==> config.mk <==
export PLATFORM = sky130hd
export DESIGN_NAME = branch_history_tracker
export DESIGN_NICKNAME = d
export VERILOG_FILES = /design/src/rtl/branch_history_tracker_pkg.sv /design/src/rtl/branch_history_tracker_ckpt_queue.sv /design/src/rtl/branch_history_tracker.sv
export SDC_FILE = /design/constraint.sdc
export NUM_CORES = 1
export LEC_CHECK = 0
export CAP_MARGIN = 20
export CORE_MARGIN = 1
export CORE_UTILIZATION = 45
export CTS_BUF_LIST = sky130_fd_sc_hd__clkbuf_2 sky130_fd_sc_hd__clkbuf_4 sky130_fd_sc_hd__clkbuf_8
export DETAILED_ROUTE_END_ITERATION = 16
export GPL_ROUTABILITY_DRIVEN = 0
export GPL_TIMING_DRIVEN = 0
export PLACE_DENSITY_LB_ADDON = 0.1
export SETUP_SLACK_MARGIN = 0.2
export SYNTH_ARGS = -nofsm -noshare
export SYNTH_HDL_FRONTEND = slang
export SYNTH_SLANG_ARGS = --single-unit
export TNS_END_PERCENT = 1
==> constraint.sdc <==
create_clock -name clk -period 6.3 [get_ports clk]
set_input_delay 1.26 -clock clk [delete_from_list [all_inputs] [get_ports clk]]
set_output_delay 1.26 -clock clk [all_outputs]
set_load 0.03 [all_outputs]
==> src/rtl/branch_history_tracker_pkg.sv <==
// Shared definitions for the branch history tracker and its checkpoint queue.
// The GHR width and checkpoint depth defaults are shared with the gshare predictor.
package branch_history_tracker_pkg;

    localparam int GHR_BITS      = 11;
    localparam int BP_CKPT_DEPTH = 8;

    // Source of the next speculative GHR value, listed in priority order.
    typedef enum logic [1:0] {
        GHR_HOLD   = 2'd0,
        GHR_ALLOC  = 2'd1,
        GHR_REPAIR = 2'd2,
        GHR_FLUSH  = 2'd3
    } ghr_sel_e;

endpackage

==> src/rtl/branch_history_tracker_ckpt_queue.sv <==
// Circular checkpoint queue of in-flight conditional branches.
// Head/tail pointers carry a wrap bit; entries retire in order from the head,
// and a mispredict squashes every entry younger than the resolving tag.
module bp_checkpoint_queue
    import branch_history_tracker_pkg::*;
#(
    parameter int DEPTH     = BP_CKPT_DEPTH,
    parameter int HIST_BITS = GHR_BITS,
    localparam int IDX_W    = $clog2(DEPTH)
) (
    input  logic                 clk,
    input  logic                 rst,
    // allocation (already qualified by the top level)
    input  logic                 alloc_en_i,
    input  logic [31:0]          alloc_pc_i,
    input  logic                 alloc_pred_i,
    input  logic [HIST_BITS-1:0] alloc_hist_i,
    // lookup of the entry named by a resolve
    input  logic [IDX_W-1:0]     lookup_tag_i,
    output logic                 lookup_valid_o,
    output logic                 lookup_resolved_o,
    output logic                 lookup_pred_o,
    output logic [HIST_BITS-1:0] lookup_hist_o,
    // resolve / squash of the looked-up entry
    input  logic                 resolve_en_i,
    input  logic                 resolve_taken_i,
    input  logic                 squash_en_i,
    input  logic                 flush_i,
    // status
    output logic                 full_o,
    output logic [IDX_W-1:0]     tail_idx_o,
    output logic [IDX_W:0]       occupancy_o,
    // in-order retire of the head entry
    output logic                 retire_o,
    output logic [31:0]          retire_pc_o,
    output logic                 retire_taken_o,
    output logic [HIST_BITS-1:0] retire_hist_o
);

    logic [IDX_W:0]       head_q, head_d, tail_q, tail_d;
    logic [DEPTH-1:0]     valid_q, valid_d, resolved_q, resolved_d;
    logic [DEPTH-1:0]     pred_q, actual_q;
    logic [31:0]          pc_q   [DEPTH];
    logic [HIST_BITS-1:0] hist_q [DEPTH];

    logic [IDX_W-1:0]     head_idx, tail_idx, tag_off;
    logic [DEPTH-1:0]     younger;
    logic                 tag_wrap;
    logic [IDX_W:0]       squash_tail;

    assign head_idx    = head_q[IDX_W-1:0];
    assign tail_idx    = tail_q[IDX_W-1:0];
    assign full_o      = (head_idx == tail_idx) && (head_q[IDX_W] != tail_q[IDX_W]);
    assign tail_idx_o  = tail_idx;
    assign occupancy_o = tail_q - head_q;

    assign lookup_valid_o    = valid_q[lookup_tag_i];
    assign lookup_resolved_o = resolved_q[lookup_tag_i];
    assign lookup_pred_o     = pred_q[lookup_tag_i];
    assign lookup_hist_o     = hist_q[lookup_tag_i];

    // Retire reads the registered resolved bit, so resolve-to-retire is at least one cycle.
    assign retire_o       = valid_q[head_idx] & resolved_q[head_idx];
    assign retire_pc_o    = pc_q[head_idx];
    assign retire_taken_o = actual_q[head_idx];
    assign retire_hist_o  = hist_q[head_idx];

    // A tag at or above the head index sits in the head's lap; below it, in the next lap.
    assign tag_wrap    = (lookup_tag_i >= head_idx) ? head_q[IDX_W] : ~head_q[IDX_W];
    assign squash_tail = {tag_wrap, lookup_tag_i} + (IDX_W+1)'(1);
    assign tag_off     = lookup_tag_i - head_idx;

    // Mark entries whose age (distance from head) exceeds that of the squashing tag.
    always_comb begin
        logic [IDX_W-1:0] off;
        younger = '0;
        for (int i = 0; i < DEPTH; i++) begin
            off        = IDX_W'(i) - head_idx;
            younger[i] = (off > tag_off);
        end
    end

    // Next-state for pointers and per-entry control bits; later writes take priority.
    always_comb begin
        head_d     = head_q;
        tail_d     = tail_q;
        valid_d    = valid_q;
        resolved_d = resolved_q;
        if (retire_o) begin
            valid_d[head_idx] = 1'b0;
            head_d            = head_q + (IDX_W+1)'(1);
        end
        if (resolve_en_i) begin
            resolved_d[lookup_tag_i] = 1'b1;
        end
        if (squash_en_i) begin
            valid_d = valid_d & ~younger;
            tail_d  = squash_tail;
        end
        if (alloc_en_i) begin
            valid_d[tail_idx]    = 1'b1;
            resolved_d[tail_idx] = 1'b0;
            tail_d               = tail_q + (IDX_W+1)'(1);
        end
        if (flush_i) begin
            valid_d = '0;
            head_d  = '0;
            tail_d  = '0;
        end
    end

    // Control state registers with asynchronous reset.
    always_ff @(posedge clk or posedge rst) begin
        if (rst) begin
            head_q     <= '0;
            tail_q     <= '0;
            valid_q    <= '0;
            resolved_q <= '0;
        end else begin
            head_q     <= head_d;
            tail_q     <= tail_d;
            valid_q    <= valid_d;
            resolved_q <= resolved_d;
        end
    end

    // Checkpoint payload; only meaningful while the matching valid bit is set.
    always_ff @(posedge clk) begin
        if (alloc_en_i) begin
            pc_q[tail_idx]   <= alloc_pc_i;
            pred_q[tail_idx] <= alloc_pred_i;
            hist_q[tail_idx] <= alloc_hist_i;
        end
        if (resolve_en_i) begin
            actual_q[lookup_tag_i] <= resolve_taken_i;
        end
    end

endmodule

==> src/rtl/branch_history_tracker.sv <==
// Producer side of the gshare training interface: speculative and committed
// GHRs, resolve compare with history repair, and the registered update port.
module branch_history_tracker
    import branch_history_tracker_pkg::*;
#(
    parameter int DEPTH     = BP_CKPT_DEPTH,
    parameter int HIST_BITS = GHR_BITS,
    localparam int IDX_W    = $clog2(DEPTH)
) (
    input  logic                 clk,
    input  logic                 rst,
    input  logic                 alloc_valid_i,
    input  logic [31:0]          alloc_pc_i,
    input  logic                 alloc_pred_taken_i,
    output logic                 alloc_ready_o,
    output logic [IDX_W-1:0]     alloc_tag_o,
    output logic [HIST_BITS-1:0] global_history_o,
    input  logic                 resolve_valid_i,
    input  logic [IDX_W-1:0]     resolve_tag_i,
    input  logic                 resolve_taken_i,
    output logic                 mispredict_o,
    input  logic                 flush_i,
    output logic                 update_valid_o,
    output logic [31:0]          update_pc_o,
    output logic                 update_taken_o,
    output logic [HIST_BITS-1:0] update_history_o,
    output logic [IDX_W:0]       occupancy_o
);

    logic [HIST_BITS-1:0] spec_ghr_q, spec_ghr_d, commit_ghr_q, commit_ghr_d;
    logic                 mispredict_q, update_valid_q, update_taken_q;
    logic [31:0]          update_pc_q;
    logic [HIST_BITS-1:0] update_hist_q;

    logic                 full, lk_valid, lk_resolved, lk_pred;
    logic [HIST_BITS-1:0] lk_hist;
    logic [IDX_W-1:0]     tail_idx;
    logic                 retire, retire_taken;
    logic [31:0]          retire_pc;
    logic [HIST_BITS-1:0] retire_hist;
    logic                 resolve_acc, misp_now, alloc_fire;
    ghr_sel_e             ghr_sel;

    // A flush swallows any resolve in the same cycle; recovery then blocks allocation.
    assign resolve_acc = resolve_valid_i & lk_valid & ~lk_resolved & ~flush_i;
    assign misp_now    = resolve_acc & (resolve_taken_i != lk_pred);
    assign alloc_fire  = alloc_valid_i & ~full & ~flush_i & ~misp_now;

    assign alloc_ready_o    = ~full;
    assign alloc_tag_o      = tail_idx;
    assign global_history_o = spec_ghr_q;
    assign mispredict_o     = mispredict_q;
    assign update_valid_o   = update_valid_q;
    assign update_pc_o      = update_pc_q;
    assign update_taken_o   = update_taken_q;
    assign update_history_o = update_hist_q;

    bp_checkpoint_queue #(
        .DEPTH     (DEPTH),
        .HIST_BITS (HIST_BITS)
    ) u_queue (
        .clk               (clk),
        .rst               (rst),
        .alloc_en_i        (alloc_fire),
        .alloc_pc_i        (alloc_pc_i),
        .alloc_pred_i      (alloc_pred_taken_i),
        .alloc_hist_i      (spec_ghr_q),
        .lookup_tag_i      (resolve_tag_i),
        .lookup_valid_o    (lk_valid),
        .lookup_resolved_o (lk_resolved),
        .lookup_pred_o     (lk_pred),
        .lookup_hist_o     (lk_hist),
        .resolve_en_i      (resolve_acc),
        .resolve_taken_i   (resolve_taken_i),
        .squash_en_i       (misp_now),
        .flush_i           (flush_i),
        .full_o            (full),
        .tail_idx_o        (tail_idx),
        .occupancy_o       (occupancy_o),
        .retire_o          (retire),
        .retire_pc_o       (retire_pc),
        .retire_taken_o    (retire_taken),
        .retire_hist_o     (retire_hist)
    );

    assign commit_ghr_d = retire ? {commit_ghr_q[HIST_BITS-2:0], retire_taken} : commit_ghr_q;

    // Pick the speculative GHR source: flush > mispredict repair > alloc shift.
    always_comb begin
        ghr_sel = GHR_HOLD;
        if (flush_i)         ghr_sel = GHR_FLUSH;
        else if (misp_now)   ghr_sel = GHR_REPAIR;
        else if (alloc_fire) ghr_sel = GHR_ALLOC;
    end

    // Form the next speculative GHR; a flush includes a same-cycle retire's outcome.
    always_comb begin
        spec_ghr_d = spec_ghr_q;
        unique case (ghr_sel)
            GHR_FLUSH:  spec_ghr_d = commit_ghr_d;
            GHR_REPAIR: spec_ghr_d = {lk_hist[HIST_BITS-2:0], resolve_taken_i};
            GHR_ALLOC:  spec_ghr_d = {spec_ghr_q[HIST_BITS-2:0], alloc_pred_taken_i};
            default:    spec_ghr_d = spec_ghr_q;
        endcase
    end

    // History registers, mispredict pulse and the registered training port.
    always_ff @(posedge clk or posedge rst) begin
        if (rst) begin
            spec_ghr_q     <= '0;
            commit_ghr_q   <= '0;
            mispredict_q   <= 1'b0;
            update_valid_q <= 1'b0;
            update_pc_q    <= '0;
            update_taken_q <= 1'b0;
            update_hist_q  <= '0;
        end else begin
            spec_ghr_q     <= spec_ghr_d;
            commit_ghr_q   <= commit_ghr_d;
            mispredict_q   <= misp_now;
            update_valid_q <= retire;
            if (retire) begin
                update_pc_q    <= retire_pc;
                update_taken_q <= retire_taken;
                update_hist_q  <= retire_hist;
            end
        end
    end

endmodule

After elaboration in Yosys (flattened, before gate mapping)
Memory sizes are Yosys's and may differ from the RTL's. A register that Yosys moved wholly into a read port is not among the register bits.
Index checks and enable logic that the tools add are counted.
- add/sub/neg operators: 13
- $lt $le $gt $ge: 15
- equality and inequality tests: 6
- muxes and demuxes: 39
- bitwise operators: 21
- reductions and logical operators: 7
- operators with widths (kind ; count):
    $mux W8 ; 6
    $pmux W11 S3 ; 1
    $and A8 B8 Y8 ; 3
    $gt A3 B3 Y1 ; 8
    $not A8 Y8 ; 3
    $mux W4 ; 5
    $bmux W1 S3 ; 6
    $bwmux W8 ; 2
    $or A8 B8 Y8 ; 2
    $mux W1 ; 13
    $add A4 B1 Y4 const B ; 3
    $lt A3 B4 Y1 const B ; 3
    $sub A3 B3 Y3 const A ; 4
    $mux W11 ; 1
    $demux W1 S3 ; 3
    $ge A3 B1 Y1 const B ; 3
    $and A1 B1 Y1 ; 8
    $reduce_bool A3 Y1 ; 2
    $sub A1 B3 Y3 const A ; 2
    $sub A2 B3 Y3 const A ; 2
    $not A1 Y1 ; 5
    $eq A2 B2 Y1 const B ; 2
    $logic_and A1 B1 Y1 ; 4
    $mux W2 ; 2
    7 further kinds ; 8
- register bits after elaboration: 65
- bits in writable memories: 344
- input bits: 42
- word-level logic and storage cells: 114
- memories: 2
- memory list (name ; words ; bits a word ; rd ports ; clocked after memory_dff ; write ports ; line ; source):
    u_queue.pc_q ; 8 ; 32 ; 1 ; 1 ; 1 ; branch_history_tracker_ckpt_queue.sv:43 ; logic [31:0] pc_q [DEPTH];
    u_queue.hist_q ; 8 ; 11 ; 2 ; 1 ; 1 ; branch_history_tracker_ckpt_queue.sv:44 ; logic [HIST_BITS-1:0] hist_q [DEPTH];

Depth between registers and ports, before layout
Gate-level depths: netlist (run 1).
- depth in word-level cells: 13
- mapped depth: 16

Cells and area by module
From an unflattened synthesis (run 1), not the netlist that was laid out.
- cells, all modules: 1097
- area, all modules: 19167.1 um^2
- by module, submodules not included (module ; instances ; cells an instance ; area each (um^2)):
    bp_checkpoint_queue ; 1 ; 903 ; 16294.4
    branch_history_tracker ; 1 ; 194 ; 2872.8

Worst setup path before layout (run 1)
OpenSTA, ideal clock, no wires.
- path type: in2reg
- start: input resolve_tag_i[2]
- end: memory u_queue.hist_q[3][0] (netlist bit) (enable)
- library setup time: 445 ps
- data arrival time: 4393 ps
- required time: 5855 ps
- setup slack: 1461 ps
- stages: 8
- cells stage by stage: buf_2 -> inv_2 -> mux4_2 -> xnor2_1 -> nand3_2 -> inv_2 -> buf_4 -> nor2_1
- word-level cells in the longest chain between the ends: 10
- ends and longest elaborated chain (item ; line ; source):
    start, declared ; branch_history_tracker.sv:19 ; input logic [IDX_W-1:0] resolve_tag_i,
    $bmux W1 S3 (on tied branches) ; branch_history_tracker_ckpt_queue.sv:57, branch_history_tracker_ckpt_queue.sv:58 ;
    $mux W1 (on tied branches) ; branch_history_tracker_ckpt_queue.sv:57, branch_history_tracker_ckpt_queue.sv:58 ;
    $and A1 B1 Y1 / $not A1 Y1 (equally long branches) ; branch_history_tracker.sv:45 ; assign resolve_acc = resolve_valid_i & lk_valid & ~lk_resolved & ~flush_i;
    $and A1 B1 Y1 (2 in series) ; branch_history_tracker.sv:45 ;
    $and A1 B1 Y1 * ; branch_history_tracker.sv:46 ; assign misp_now = resolve_acc & (resolve_taken_i != lk_pred);
    named net misp_now ; branch_history_tracker.sv:41 ; logic resolve_acc, misp_now, alloc_fire;
    $not A1 Y1 * ; branch_history_tracker.sv:47 ; assign alloc_fire = alloc_valid_i & ~full & ~flush_i & ~misp_now;
    $and A1 B1 Y1 * ; branch_history_tracker.sv:47 ;
    $mux W1 * ; branch_history_tracker_ckpt_queue.sv:129 ; if (alloc_en_i) begin
    $mux W1 (not written as such) * ; branch_history_tracker_ckpt_queue.sv:132 ; hist_q[tail_idx] <= alloc_hist_i;
    end, declared ; branch_history_tracker_ckpt_queue.sv:44 ;
The timed path passes the listed nets; every way through them passes the cells marked *. The select of a mux whose other input is x is not followed.

Worst setup path in the final report (run 1)
- start: input resolve_tag_i[0]
- end: register u_queue.valid_q[3]
- word-level cells in the longest chain between the ends: 10
- ends and longest elaborated chain (item ; line ; source):
    branches (longest 8 deep; another with $sub A3 B3 Y3) ; -- ;
    $mux W8 * ; branch_history_tracker_ckpt_queue.sv:100 ; if (alloc_en_i) begin
    $mux W8 * ; branch_history_tracker_ckpt_queue.sv:105 ; if (flush_i) begin
    named net u_queue.valid_d[3] ; branch_history_tracker_ckpt_queue.sv:41 ; logic [DEPTH-1:0] valid_q, valid_d, resolved_q, resolved_d;
    end signal, assigned ; branch_history_tracker_ckpt_queue.sv:122 ; valid_q <= valid_d;
    end, declared ; branch_history_tracker_ckpt_queue.sv:41 ;
Mark *: on every way through the listed nets, which the timed path passes. The select of a mux whose other input is x is not followed.
A chain may end at the register's enable or synchronous reset.

==> key figures, run 1 <==
Outcome
  • Outcome: finished with violations
  • Failing checks: DRC

Die
  • # IOs: 107
  • Die height: 207 um
  • Rows: 74
  • Initial Util: 45.8%
  • Die area: 42700 um2
  • Die width: 207 um
  • Placeable Area: 41100 um2

Timing
  • Slew Limit Fails: 0
  • Worst clock skew: 0.0264 ns
  • Worst Max-Slew Pin Slew: 1.03 ns
  • Sum of negative setup slack: 0 ns
  • Final setup viols: 0
  • Fin. Hold Viols: 0
  • Rel. slew slack: 31.6%
  • RSZ-0062 raised after global routing: false
  • Fmax achieved: 206 MHz
  • Shortest period the worst path allows: 4.85 ns
  • Final period util: 77.0%

Placed design
  • Placed insts: 1812
  • Port Buf Inserts: 106
  • Post-DP HPWL: 30200 um

Synth
  • Adder-Cell Fraction of Synth Area: 2.05%
  • Synth Warn #: 0
  • Synth area leader: edfxtp_1
  • Seq/Total Area, Yosys: 69.6%
  • Netlist cell types: 58
  • Async SR Flop Fraction: 20.4%
  • Mux cell area share after synthesis: 13.5%
  • Top FF cell, synth: edfxtp_1
  • Post-Syn Area: 18800 um2
  • Compound-Gate Fraction of Synth Area: 5.70%
  • Number of flops mapped to enable cells by yosys: 360
  • Largest family of logic cells by synthesized area: multiplexers
  • Yosys reg bits: 452
  • Synth Area in XOR/XNOR: 0.744%
  • Simple-gate share of the synthesized area: 6.09%
  • Cells after synthesis: 1164
  • Share of the synthesized area in the top cell type: 57.4%
  • Area contributors post-synth: edfxtp_1, dfrtp_1, mux4_2
  • Count leader, synth: edfxtp_1
  • Syn_nets: 1234
  • Commonest cells post-synth: edfxtp_1, nand2_1, mux4_2
  • Mean post-synth cell area: 16.2 um2

CTS
  • Setup Fix Bufs, Post-CTS: 0
  • Clock sinks: 452
  • Cts repair resizes: 0
  • Root Buffer: clkbuf_8
  • CTS tree: built
  • Total CTS buffers: 75
  • CTS H-Tree Depth: 3
  • CTS max path bufs: 3
  • Reg clk slew, reported paths: 0.06 ns
  • Hold Buf Count CTS: 0
  • Worst-Skew Late Latency: 0.62 ns

GRT
  • Number of global-route vias before repair: 11292
  • Largest net degree at the start of global routing: 61
  • Total track usage: 23.8%
  • Total grt overflow: 0
  • First-pass GRT wire length: 72400 um
  • Antenna violations before repair: 2

Drt
  • Routed wire length: 48500 um
  • Via density: 5.65
  • First-pass iteration count of the detailed router: 11
  • DRT iter0 DRCs: 967
  • Vias: 11000
  • Post-route ant nets: 0
  • DRC: 8
  • Wire length per cell: 24.9 um

Finish
  • Final #Nets: 1427
  • Post-Layout Cell Count: 1946
  • Share of layout cells above drive strength 1: 21.9%
  • P&R area growth vs syn: 18.6%
  • N_diodes: 0

Critical path
  • Critical Path Fanout Max: 10
  • CP arrival: 5.37 ns
  • Startpoint Class: input pin
  • Worst path required time: 6.82 ns
  • Critical path class: in2reg
  • Crit. End Element: flop
  • R2R setup slack: 2.23 ns

Pwr
  • Peak VDD IR: 180 uV
  • Pwr dens: 340 nW/um2
  • Total leakage power: 7.74 nW

Job
  • Number of max-cap violations: 0

Worst hold path
  • Hold WC Path Type: reg2reg
area by class of cell:
class	count	area, um2
fill	3427	18800
sequential	452	13100
multi-input combinational	613	5310
clock buffer	127	1500
timing repair buffer	116	1260
tap	532	666
buffer	67	327
inverter	32	133
clock inverter	7	38.8
through the flow:
stage	util (%)	area (um2)	hold slack [ns]	power, mW	setup WS [ns]
floorplan	-	18800	0.455	4.43	1.46
global placement	50.0	20600	0.468	5.03	-1.83
detailed placement	50.6	20800	0.483	5.04	0.877
CTS	54.3	22300	0.495	7.66	1.44
global route	54.3	22300	0.519	7.89	1.22
finish	54.3	22300	0.488	7.59	1.45
path summary, 6_finish.rpt:
kind / from / end / depth (start not counted)
hold reg to reg: commit_ghr_q[10] / commit_ghr_q[10] / 1
setup reg to reg: u_queue.head_q[1] / u_queue.pc_q[1][25] / 8
max in group asynchronous: rst / update_pc_o[0] / 3
hold / removal: commit_ghr_q[10] / commit_ghr_q[10] / 1
setup / recovery: resolve_tag_i[0] / u_queue.valid_q[3] / 15
min in group asynchronous: rst / update_pc_o[14] / 2
flip-flops by register name, summed over array words and instances (netlist names), 8 cells and up:
name	cells
u_queue.pred_q	8
u_queue.pc_q	256
update_history_o	11
commit_ghr_q	11
u_queue.valid_q	8
update_pc_o	32
u_queue.actual_q	8
u_queue.resolved_q	8
global_history_o	11
u_queue.hist_q	88
worst max-delay path: stages:
cell and delay, ns:
clkdlybuf4s50_1 0.54, buf_6 0.16, buf_6 0.18, clkbuf_1 0.61, inv_1 0.46, ha_1 0.35
inv_1 0.11, fa_1 0.42, inv_1 0.15, ha_1 0.26, a21oi_1 0.13, a21oi_1 0.08
maj3_1 0.39, a21o_1 0.18, o21ai_0 0.08
report_power, final:
| part | internal (mW) | switching (mW) | total, mW |
|---|---|---|---|
| Clock | 1.49 | 1.12 | 2.61 |
| Sequential | 3.50 | 0.207 | 3.71 |
| Combinational | 0.532 | 0.737 | 1.27 |
| Total | 5.52 | 2.07 | 7.59 |
cells by family after synthesis:
kind of cell,Yosys count
AND/OR/NAND/NOR,271
adder cells (fa/ha/maj),30
XOR/XNOR,16
multiplexers,128
flip-flops,452
buffers and inverters,99
AO/OA/AOI/OAI,168
layer usage:
layer	wire [um]	global-route usage, %
met2	22900	36.9
met4	919	7.54
met5	23	0
met1	21600	34.1
met3	3030	4.54
cell usage in the layout, fill, tap and decap left out, types with 11 or more instances in the layout:
cell type and count:
ha_1 26, clkbuf_8 87, clkbuf_1 30, mux4_2 97
mux2_2 15, clkdlybuf4s50_1 106, inv_1 21, o21ai_1 11
nand3_1 17, buf_2 27, dfrtp_1 92, nor2_1 62
o22ai_1 15, o21ai_0 19, nand2_1 151, a31oi_1 45
edfxtp_1 360, clkbuf_4 40, a21oi_1 28
Note: power is estimated with default switching activity, not from simulation.
==> inputs of run 2 (changes only) <==
clock period = 4.7 ns   (was 6.3 ns; I/O delays follow)
==> run 2 against run 1 <==
- the flow still finishes with violations (DRC)
- worst setup slack worse by 1.2 ns
- clock skew rose by 0.0073 ns
- first-iteration DRC count fell by 4.4%
- cell count rose by 0.31%
- wire length increased by 2.2%
- core utilization barely moved
- hold slack better by 0.021 ns
- critical endpoint is now global_history_o[9]
==> key figures, run 2 (synthesized netlist as in run 1, its figures left out) <==
Outcome
  • Outcome: finished with violations
  • Failing checks: DRC

GRT
  • Largest net degree at the start of global routing: 68
  • Total track usage: 24.1%
  • First-pass GRT wire length: 73100 um
  • Number of global-route vias before repair: 11345
  • Total grt overflow: 0
  • Antenna violations before repair: 1

Drt
  • Post-route ant nets: 0
  • First-pass iteration count of the detailed router: 13
  • Via density: 5.72
  • Vias: 11166
  • Wire length per cell: 25.4 um
  • Routed wire length: 49500 um
  • DRC: 5
  • DRT iter0 DRCs: 924

Critical path
  • Startpoint Class: input pin
  • Critical Path Fanout Max: 10
  • Worst path required time: 5.24 ns
  • CP arrival: 5.02 ns
  • Critical path class: in2reg
  • Crit. End Element: flop

Finish
  • P&R area growth vs syn: 18.6%
  • Final #Nets: 1431
  • Core Util, Final: 54.4%
  • Largest register FFs: 256
  • Register bank with the most flops: u_queue.pc_q
  • Commonest cells after routing, fill and taps aside: edfxtp_1, nand2_1, clkdlybuf4s50_1
  • Share of layout cells above drive strength 1: 21.5%
  • N_diodes: 0
  • Commonest non-fill, non-tap cell in the layout: edfxtp_1

Timing
  • Sum of negative setup slack: 0 ns
  • Final setup viols: 0
  • Worst Max-Slew Pin Slew: 1.07 ns
  • Fmax achieved: 223 MHz
  • Worst clock skew: 0.0337 ns
  • Fin. Hold Viols: 0
  • Rel. slew slack: 28.7%
  • Final period util: 95.3%
  • Shortest period the worst path allows: 4.48 ns
  • Slew Limit Fails: 0
  • Hold WS: 0.509 ns
  • RSZ-0062 raised after global routing: true

CTS
  • CTS tree: built
  • Cts repair resizes: 0
  • Total CTS buffers: 77
  • CTS H-Tree Depth: 3
  • Setup Fix Bufs, Post-CTS: 0
  • Hold Buf Count CTS: 0
  • Worst-Skew Late Latency: 0.63 ns
  • Clock sinks: 452
  • Root Buffer: clkbuf_8
  • Reg clk slew, reported paths: 0.06 ns
  • CTS max path bufs: 3

Pwr
  • Sw Share: 28.0%
  • Sequential share of power: 49.3%
  • Clk pwr share: 33.8%
  • Int Pwr: 7.28 mW
  • Gate power share: 16.9%
  • Pwr dens: 452 nW/um2
  • Total leakage power: 7.75 nW
  • P_sw: 2.82 mW
  • Peak VDD IR: 247 uV

Job
  • Number of max-cap violations: 0

Worst hold path
  • Hold WC Path Type: reg2reg

Placed design
  • Post-DP HPWL: 31600 um
  • Port Buf Inserts: 106

Die
  • Die width: 207 um
  • Initial Util: 45.8%
  • Die area: 42700 um2
  • # IOs: 107
  • Placeable Area: 41100 um2
  • Rows: 74
  • Die height: 207 um
-- run 2: cell types whose count changed in the layout (fill, tap and decap cells not counted), moves of 2 or more --
cell	change
clkinv_1	+13
clkbuf_4	-10
clkinv_2	+8
clkbuf_8	-7
inv_2	+3
inv_4	-3
buf_16	+2
clkbuf_1	-2
-- run 2: final timing paths --
path / endpoint / cells past startpoint / startpoint / slack (ns)
max: global_history_o[9] / 14 / resolve_tag_i[0] / 0.22
min: commit_ghr_q[8] / 1 / commit_ghr_q[8] / 0.51
max reg2reg: u_queue.pc_q[0][26] / 9 / u_queue.head_q[1] / 0.79
min reg2reg: commit_ghr_q[8] / 1 / commit_ghr_q[8] / 0.51
max in group asynchronous: update_pc_o[0] / 3 / rst / 3.31
min in group asynchronous: update_pc_o[17] / 2 / rst / 0.68
-- run 2: through the flow --
| step | instance area (um2) | setup WS [ns] | cells | power (mW) |
|---|---|---|---|---|
| 2_1_floorplan | 18800 | 0.168 | 1164 | 5.94 |
| 3_3_place_gp | 20600 | -3.07 | 1802 | 6.74 |
| 3_5_place_dp | 20900 | -0.448 | 1815 | 6.77 |
| 4_1_cts | 22300 | 0.207 | 1952 | 10.2 |
| 5_1_grt | 22400 | -0.00651 | 1952 | 10.5 |
| 6_report | 22400 | 0.220 | 1952 | 10.1 |
-- run 2: power groups by stage --
stage,Clock [mW],Combinational (mW),Sequential [mW]
floorplan,0,0.574,5.37
global placement,0,1.69,5.06
detailed placement,0,1.72,5.05
CTS,3.49,1.73,4.98
global route,3.66,1.83,5.01
finish,3.41,1.71,4.98
-- run 2: per-layer routing --
| layer | share of wire, % | up-vias | GRT usage, % |
|---|---|---|---|
| met4 | 2.6 | 2 | 8.93 |
| met2 | 47 | 400 | 37.6 |
| met3 | 6.9 | 90 | 4.62 |
| met5 | 0.026 | - | 0 |
| met1 | 44 | 5770 | 33.9 |
| li1 | - | 4904 | - |
-- run 2: cell type report --
class | count | area (um2)
Multi-Input combinational cell | 613 | 5310
Fill cell | 3457 | 18800
Sequential cell | 452 | 13100
Tap cell | 532 | 666
Clock buffer | 110 | 1330
Clock inverter | 28 | 149
Timing Repair Buffer | 119 | 1340
Buffer | 66 | 324
Inverter | 32 | 125
-- run 2: critical path, stage by stage --
cell	delay (ns)
clkdlybuf4s50_1	0.48
buf_6	0.18
buf_6	0.16
nand2b_1	0.40
o32a_1	0.45
a31oi_2	0.24
nand3_2	0.25
buf_2	0.27
a21oi_1	0.32
ha_1	0.23
clkbuf_1	0.46
o211ai_1	0.23
a31o_2	0.30
o21ai_1	0.12
==> inputs of run 3 (changes only) <==
CTS_CLUSTER_SIZE = 30   (was not set)
SKIP_CTS_REPAIR_TIMING = 1   (was not set)
==> run 3 against run 2 <==
- the flow still finishes with violations (DRC)
- total power up 0.10%
- worst setup slack worse by 0.058 ns
- die area unchanged
- largest power group unchanged
==> key figures, run 3 (synthesized netlist as in run 1, its figures left out) <==
Critical path
  • Critical path class: in2reg
  • Startpoint Class: input pin
  • Worst path required time: 5.24 ns
  • Worst r2r path cells: 9
  • CP arrival: 5.08 ns
  • R2R Path End: u_queue.pc_q[0][26]
  • Critical Path Fanout Max: 10
  • Crit. End Element: flop
  • R2R setup slack: 0.79 ns
  • R2R Path Start: u_queue.head_q[1]

Job
  • Number of max-cap violations: 0

Die
  • # IOs: 107
  • Die width: 207 um
  • Rows: 74
  • Initial Util: 45.8%
  • Die height: 207 um
  • Die area: 42700 um2
  • Placeable Area: 41100 um2

Finish
  • Commonest non-fill, non-tap cell in the layout: edfxtp_1
  • Largest register FFs: 256
  • Commonest cells after routing, fill and taps aside: edfxtp_1, nand2_1, clkdlybuf4s50_1
  • N_diodes: 0
  • Multi-input logic area: 5310 um2
  • FF+latch area: 13100 um2
  • P&R area growth vs syn: 18.6%
  • Final #Nets: 1431
  • Post-Layout Cell Count: 1952
  • Register bank with the most flops: u_queue.pc_q
  • Fillers: 3455
  • Share of layout cells above drive strength 1: 21.4%

Drt
  • DRC: 5
  • Vias: 11204
  • Wire length per cell: 25.5 um
  • Post-route ant nets: 0
  • Via density: 5.74
  • First-pass iteration count of the detailed router: 13
  • Routed wire length: 49700 um
  • DRT iter0 DRCs: 884

GRT
  • Largest net degree at the start of global routing: 68
  • First-pass GRT wire length: 73100 um
  • Antenna violations before repair: 1
  • Total track usage: 24.1%
  • Number of global-route vias before repair: 11356
  • Total grt overflow: 0

Placed design
  • Placed insts: 1815
  • Post-DP HPWL: 31600 um
  • Port Buf Inserts: 106

CTS
  • Clock sinks: 452
  • Root Buffer: clkbuf_8
  • Worst-Skew Late Latency: 0.63 ns
  • CTS H-Tree Depth: 3
  • Total CTS buffers: 77
  • Reg clk slew, reported paths: 0.06 ns
  • CTS tree: built
  • CTS max path bufs: 3

Outcome
  • Failing checks: DRC
  • Outcome: finished with violations

Pwr
  • Total leakage power: 7.74 nW
  • Peak VDD IR: 248 uV
  • Pwr Total: 10.1 mW
  • Pwr dens: 452 nW/um2

Timing
  • Worst Max-Slew Pin Slew: 1.09 ns
  • Slew Limit Fails: 0
  • Shortest period the worst path allows: 4.54 ns
  • RSZ-0062 raised after global routing: true
  • Fin. Hold Viols: 0
  • Fmax achieved: 220 MHz
  • Final setup viols: 0
  • Rel. slew slack: 27.0%
  • Worst clock skew: 0.0302 ns
  • Final period util: 96.5%

Worst hold path
  • WHS Path Cells: 1
  • Hold Path Sink: commit_ghr_q[8]
  • Worst hold start: commit_ghr_q[8]
  • Hold WC Path Type: reg2reg
[run 3: cell counts in the layout (fill, tap and decap cells not counted)]
No cell type changed its count.
[run 3: worst max-delay path by stage]
stage / startpoint / end
4_1_cts: u_queue.head_q[1] / occupancy_o[3]
3_5_place_dp: resolve_tag_i[0] / u_queue.valid_q[3]
5_1_grt: resolve_tag_i[0] / u_queue.valid_q[3]
6_report: resolve_tag_i[0] / global_history_o[9]
2_1_floorplan: u_queue.head_q[1] / u_queue.hist_q[7][0]
3_3_place_gp: resolve_tag_i[0] / u_queue.pc_q[5][26]
[run 3: cell type report]
| type | count | share of cell area [%] |
|---|---|---|
| Clock inverter | 28 | 0.666 |
| Buffer | 66 | 1.44 |
| Tap cell | 532 | 2.98 |
| Inverter | 32 | 0.560 |
| Timing Repair Buffer | 119 | 5.99 |
| Clock buffer | 110 | 5.93 |
| Multi-Input combinational cell | 613 | 23.8 |
| Sequential cell | 452 | 58.7 |
[run 3: per-layer routing]
metal  part of all wire, %  up-vias  track usage, %
met4                   2.6        2            8.93
met2                    47      367            37.5
met3                   5.8       90            4.62
met1                    45     5835            33.9
li1                      -     4910               -
met5                 0.026        -               0
[run 3: report_power, final]
group / switching [mW] / total, mW / internal [mW]
clock: 1.55 / 3.42 / 1.87
sequential: 0.289 / 4.98 / 4.69
combinational: 0.991 / 1.71 / 0.720
total: 2.83 / 10.1 / 7.28
[run 3: worst max-delay path: stages]
cell and delay (ns):
clkdlybuf4s50_1 0.48, buf_6 0.18, buf_6 0.16, nand2b_1 0.41, o32a_1 0.45, a31oi_2 0.25
nand3_2 0.25, buf_2 0.26, a21oi_1 0.32, ha_1 0.23, clkbuf_1 0.49, o211ai_1 0.24
a31o_2 0.30, o21ai_1 0.12
[run 3: through the flow]
stage | util (%) | hold WS [ns] | cell area, um2 | setup WS (ns) | TNS, ns
finish | 54.4 | 0.510 | 22400 | 0.162 | 0
global route | 54.4 | 0.524 | 22400 | -0.0295 | -0.0359
CTS | 54.4 | 0.515 | 22300 | 0.0111 | 0
detailed placement | 50.8 | 0.471 | 20900 | -0.448 | -8.12
global placement | 50.0 | 0.468 | 20600 | -3.07 | -660.96
floorplan | - | 0.455 | 18800 | 0.168 | 0
